### src/rtl/scan_sequencer.sv
// Scan sequencer: steps a 3-bit decoder select code up or down at a rate of DIV
// clocks per code, one-shot or continuous. Define SCAN_HOLD_EN to add a freeze input.
module scan_sequencer #(
   parameter int unsigned DIV = 4
) (
   input  logic       clk,
   input  logic       rst,
   input  logic       start,
   input  logic       stop,
   input  logic       mode,
   input  logic       dir,
`ifdef SCAN_HOLD_EN
   input  logic       hold,
`endif
   output logic [2:0] a,
   output logic       valid,
   output logic       busy,
   output logic       done,
   output logic       wrap
);

   localparam logic [7:0] PrescMax = 8'(DIV - 1);

   typedef enum logic [0:0] {StIdle, StRun} state_e;

   state_e     state_q, state_d;
   logic [7:0] presc_q, presc_d;
   logic [2:0] a_q, a_d;
   logic       valid_q, valid_d;
   logic       busy_q, busy_d;
   logic       done_q, done_d;
   logic       wrap_q, wrap_d;
   logic       mode_q, mode_d;
   logic       dir_q, dir_d;
   logic       last_code;

   // Final code of a sweep depends on the direction latched at start.
   assign last_code = dir_q ? (a_q == 3'd0) : (a_q == 3'd7);

   always_comb begin
      state_d = state_q;
      presc_d = presc_q;
      a_d     = a_q;
      valid_d = valid_q;
      busy_d  = busy_q;
      mode_d  = mode_q;
      dir_d   = dir_q;
      done_d  = 1'b0;
      wrap_d  = 1'b0;
      unique case (state_q)
         StIdle: begin
            if (start && !stop) begin
               state_d = StRun;
               mode_d  = mode;
               dir_d   = dir;
               a_d     = dir ? 3'd7 : 3'd0;
               valid_d = 1'b1;
               busy_d  = 1'b1;
               presc_d = 8'd0;
            end
         end
         StRun: begin
            if (stop) begin
               state_d = StIdle;
               a_d     = 3'd0;
               valid_d = 1'b0;
               busy_d  = 1'b0;
               presc_d = 8'd0;
`ifdef SCAN_HOLD_EN
            end else if (hold) begin
               presc_d = presc_q;
`endif
            end else if (presc_q != PrescMax) begin
               presc_d = presc_q + 8'd1;
            end else begin
               presc_d = 8'd0;
               if (!last_code) begin
                  a_d = dir_q ? a_q - 3'd1 : a_q + 3'd1;
               end else if (!mode_q) begin
                  state_d = StIdle;
                  a_d     = 3'd0;
                  valid_d = 1'b0;
                  busy_d  = 1'b0;
                  done_d  = 1'b1;
               end else begin
                  a_d    = dir_q ? 3'd7 : 3'd0;
                  wrap_d = 1'b1;
               end
            end
         end
         default: state_d = StIdle;
      endcase
   end

   always_ff @(posedge clk) begin
      if (rst) begin
         state_q <= StIdle;
         presc_q <= 8'd0;
         a_q     <= 3'd0;
         valid_q <= 1'b0;
         busy_q  <= 1'b0;
         done_q  <= 1'b0;
         wrap_q  <= 1'b0;
         mode_q  <= 1'b0;
         dir_q   <= 1'b0;
      end else begin
         state_q <= state_d;
         presc_q <= presc_d;
         a_q     <= a_d;
         valid_q <= valid_d;
         busy_q  <= busy_d;
         done_q  <= done_d;
         wrap_q  <= wrap_d;
         mode_q  <= mode_d;
         dir_q   <= dir_d;
      end
   end

   assign a     = a_q;
   assign valid = valid_q;
   assign busy  = busy_q;
   assign done  = done_q;
   assign wrap  = wrap_q;

endmodule

### config.mk
export PLATFORM = sky130hd
export DESIGN_NAME = scan_sequencer
export DESIGN_NICKNAME = d
export VERILOG_FILES = /design/src/rtl/scan_sequencer.sv
export SDC_FILE = /design/constraint.sdc
export NUM_CORES = 1
export LEC_CHECK = 0
export BUFFER_PORTS_ARGS = -buffer_cell sky130_fd_sc_hd__buf_2
export CAP_MARGIN = 20
export CORE_AREA = 2 2 46 48
export CTS_CLUSTER_DIAMETER = 60
export DETAILED_ROUTE_END_ITERATION = 12
export DIE_AREA = 0 0 48 50
export PLACE_DENSITY = 0.7
export SYNTH_ARGS = -nofsm -noshare
export SYNTH_HDL_FRONTEND = slang
export SYNTH_SLANG_ARGS = --single-unit
### constraint.sdc
create_clock -name clk -period 1.72 [get_ports clk]
set_input_delay 0.172 -clock clk [delete_from_list [all_inputs] [get_ports clk]]
set_output_delay 0.172 -clock clk [all_outputs]
set_load 0.005 [all_outputs]
## Word level (Yosys, flattened, before mapping)

Cells that the tools add are included.
Widths: inputs -> output; s select.

| cells by class | value |
|---|---|
| mux-type cells | 27 |
| reductions and logical operators | 7 |
| $add $sub $neg | 3 |
| equality and inequality tests | 6 |
| bitwise gates (word level) | 2 |

Operator list:

| kind | number |
|---|---|
| $mux 3 | 8 |
| $mux 8 | 3 |
| $pmux 8 s2 | 1 |
| $mux 1 | 12 |
| $add 8x1->8 const B | 1 |
| $ne 8x2->1 const B | 1 |
| $ne 3x3->1 const B | 2 |
| $pmux 3 s2 | 1 |
| $reduce_or 5->1 | 1 |
| $pmux 1 s2 | 2 |
| $reduce_and 2->1 | 2 |
| $reduce_and 4->1 | 1 |
| $add 3x1->3 const B | 1 |
| $eq 3x3->1 const B | 1 |
| $logic_not 3->1 | 1 |
| $ne 3x2->1 const B | 1 |
| $sub 3x1->3 const B | 1 |
| $ne 2x2->1 const B | 1 |
| $not 1->1 | 2 |
| $logic_and 1x1->1 | 1 |
| $logic_not 1->1 | 1 |

| word-level totals | value |
|---|---|
| output and inout bits | 7 |
| flip-flop bits (word level) | 17 |
| bits of input ports | 6 |

## Longest topological paths before layout

| depth | value |
|---|---|
| depth after elaboration | 6 |
| gate-level depth with buffers | 5 |
| depth with buffers taken out | 5 |

## Least setup slack after synthesis

No wires, ideal clock.

| timing path | value |
|---|---|
| path kind | reg2reg |
| from | reg presc_q[0] |
| to | reg presc_q[5] |
| required time | 1.646 ns |
| data arrival time | 1.560 ns |
| stages on the path, launching flop included | 6 |
| path slack | 0.086 ns |
| library setup time | 0.074 ns |
| path through | dfxtp_1 ha_1 nor4b_2 a21o_1 or4_1 a31oi_1 |

| between the ends | value |
|---|---|
| longest elaborated chain between the ends | 4 |
| elaborated cells between the ends (all ways) | 5 |
| those cells by class | add/sub: 1; eq/ne: 1; mux: 3 |

Ends and longest elaborated chain:

| item | RTL line | RTL |
|---|---|---|
| from (decl) | 27 | `logic [7:0] presc_q, presc_d;` |
| from (signal assigned) | 108 | `presc_q <= presc_d;` |
| $add 8x1->8 / $ne 8x2->1 (equally long branches) | 74, 73 |  |
| $mux 8 (*) | 73 | `end else if (presc_q != PrescMax) begin` |
| $mux 8 (*) | 63 | `if (stop) begin` |
| $pmux 8 s2 (*) | 50 | `unique case (state_q)` |

Every way passes the cells marked *; elsewhere a longest branch is shown, timed or not.
A chain may end at the register's enable or synchronous reset.

## Final worst setup path

Ends and elaborated chain as after synthesis.

==> summary.txt <==
GR Util All Layers -> 0.188
Worst R2R Setup Slack -> 0.07 ns
Layout cells sized above 1 -> 0.248
Vias in the first global route -> 775
Worst skew pair latency -> 0.30 ns
Starting density of the core -> 0.461
Maximum VDD drop -> 0.000658 V
IO Count -> 13
Slowest stage delay, CP -> 0.50 ns
Arrival @ worst endpoint -> 1.87 ns
Critical Path Sink Type -> flop
Crit path time final -> 1.65 ns
Worst min path class -> input pin to flop
Mapped Nets -> 109
Pwr Density -> 704 nW/µm²
Routed vias/inst -> 5.65
Fill cells -> 184
CTS clk-pin slew, worst paths -> 0.11 ns
Flop and latch count out of synthesis -> 17
DRT Pass-1 Iters -> 4
CP Max Fanout -> 4
Min-delay src -> mode
Post-DP HPWL -> 1390 µm
CTS Hold Bufs -> 0
Die Y-Extent -> 50 µm
DIE WIDTH -> 48 µm
Post-synth EDFFs -> 0
R2r startpoint -> presc_q[0]
Crit-path cells -> ha_1, nor4b_4, a21o_1, or4_1, a31oi_1
Max Freq -> 605 MHz
Outcome -> finished, final reports clean
N_diodes -> 0
GRT overflow -> 0
R2r endpoint -> presc_q[5]
Data required, critical path -> 1.94 ns
Hold depth -> 3
Die area -> 2400 µm²
Core area -> 1900 µm²
Seq/Total Area, Yosys -> 0.388
GPL Wtd Cong -> 0.852
Number of buffers created by CTS -> 3
Final Hold Slack -> 0.109 ns
Clk sinks -> 17
Max Clock Skew -> 0.0143 ns
RSZ-0062 raised after global routing -> false
Synthesis-to-finish area growth -> 20.5%
Cell Area, Synth -> 877 µm²
Sequential Area -> 344 µm²
Worst path slowest cell -> or4_1
Max-cap violation count -> 0
Post-placement cell count -> 143
WL final -> 2020 µm
Final period util -> 0.961
DR iter-0 viols -> 16
Average cell area after synthesis -> 8.68 µm²
CTS tree -> built
Final Max Slew Viols -> 0
Initial antenna violation count -> 0
Setup crit start kind -> flop
Synth Warn # -> 0
Async S/R FF share, synth -> 0
Max_slew headroom -> 0.660
H-Tree Depth -> 1
Final std cells w/o fill -> 148
Rows -> 16
Count of cell types in the netlist -> 36
Hold EP -> mode_q
Crit path kind -> flop to flop
Tightest Pin Transition -> 0.503 ns
Global-route wire length before repair -> 3280 µm
Area of the multi-input gates -> 524 µm²
Synth Instances -> 101
CTS max path bufs -> 2
Final TNS setup -> 0 ns
Hold Vio Cnt, Final -> 0
Drc violations -> 0
Synth Flop Type -> dfxtp_1
Final Setup Violations -> 0
CP delay by family, top -> simple AND/OR/NAND/NOR gates
IO Port Bufs -> 12
WL per Instance -> 13.6 µm
Largest net degree at the start of global routing -> 17
Root buffer selected by CTS -> clkbuf_4
Fin nets -> 130
Leak -> 0.397 nW
Critical path buffer and inverter count -> 0
Final antenna-violating net count -> 0
Via count -> 836
R2r worst-path depth -> 5
Worst path depth -> 5
[worst max-delay path by stage]
stage | slack [ns] | endpoint | from
after floorplan | 0.09 | presc_q[5] | presc_q[0]
after global placement | 0.11 | presc_q[5] | presc_q[0]
after detailed placement | 0.05 | presc_q[5] | presc_q[0]
after CTS | 0.02 | presc_q[5] | presc_q[0]
after global routing | 0.01 | presc_q[5] | presc_q[1]
final | 0.07 | presc_q[5] | presc_q[0]
[report_power, final]
group / leakage, nW / internal [mW] / switching [mW] / total, mW
clock network: 0.0177 / 0.0866 / 0.131 / 0.217
registers: 0.140 / 0.407 / 0.0214 / 0.428
logic: 0.239 / 0.0482 / 0.0501 / 0.0982
[final cells by class]
cell class              count  share of cell area
well taps                  27              0.0320
flip-flops and latches     17               0.325
inverters                   4              0.0142
multi-input cells          77               0.496
clock inverters             1             0.00473
clock buffers               3              0.0213
repair buffers             19               0.107
[registers in the layout (all words and copies together) (netlist names)]
name and cells:
a 3, busy 1, dir_q 1, done 1, mode_q 1, presc_q 8, state_q 1, wrap 1
[per-stage QoR]
stage	worst slack (ns)	power (mW)	utilization	cell area [µm²]
3_3_place_gp	0.112	0.528	0.524	997
5_1_grt	0.0125	0.790	0.556	1060
2_1_floorplan	0.0855	0.493	-	877
6_report	0.0666	0.744	0.556	1060
4_1_cts	0.0228	0.750	0.539	1020
3_5_place_dp	0.0491	0.530	0.524	997
[worst register-to-register path, stage by stage (launching register included)]
cell	delay, ns
dfxtp_2	0.35
ha_1	0.21
nor4b_4	0.15
a21o_1	0.20
or4_1	0.50
a31oi_1	0.17
[Yosys cell counts, types with 2 or more instances]
cell      number  area share
xnor2_1        2       0.020
a31oi_1        3       0.021
and4_1         2       0.020
mux2i_1        3       0.034
nor2_1         8       0.034
nor2b_1        2       0.014
nand2_1        6       0.026
buf_4          2       0.017
nor3_1         4       0.023
inv_1          4       0.017
nor4b_1        2       0.020
a211oi_1       3       0.026
or3_1          2       0.014
a21o_1         2       0.017
dfxtp_1       17        0.39
a22oi_1        2       0.017
nand3_1        8       0.046
a21oi_1       11       0.063
[metal layers]
layer  vias up  routed length (µm)  global-route usage
li1        424                   -                   -
met1       400                 924               0.236
met2        12                1010               0.296
met3         0                  79              0.0806
met4         0                   0              0.0315
met5         -                   0                   0
[cells in the final DEF (no fill, tap or decap), types with 2 or more instances in the layout]
cell type,synthesis,routed
dfxtp_1,17,14
buf_2,0,12
a21oi_1,11,11
nor2_1,8,8
nand3_1,8,8
buf_4,2,7
nand2_1,6,6
nor3_1,4,4
inv_1,4,4
mux2i_1,3,3
a211oi_1,3,3
a31oi_1,3,3
dfxtp_2,0,3
clkbuf_4,0,3
a22oi_1,2,2
nor2b_1,2,2
and4_1,2,2
a21o_1,2,2
or3_1,2,2
xnor2_1,2,2
[kinds of logic after synthesis]
family / count (synthesis) / share of synthesized area
mux: 3 / 0.0342
fa+ha+maj: 2 / 0.0371
compound gates: 27 / 0.198
xor+xnor: 2 / 0.0200
flops: 17 / 0.388
simple gates: 43 / 0.284
buf+inv: 7 / 0.0385
[what timing repair did]
item / 4_1_cts / 5_1_grt
resized for setup: 0 / 7
endpoints found under the setup margin: 0 / 7
buffers inserted: 0 / 1
No activity file was read; power rests on OpenSTA's default activity.
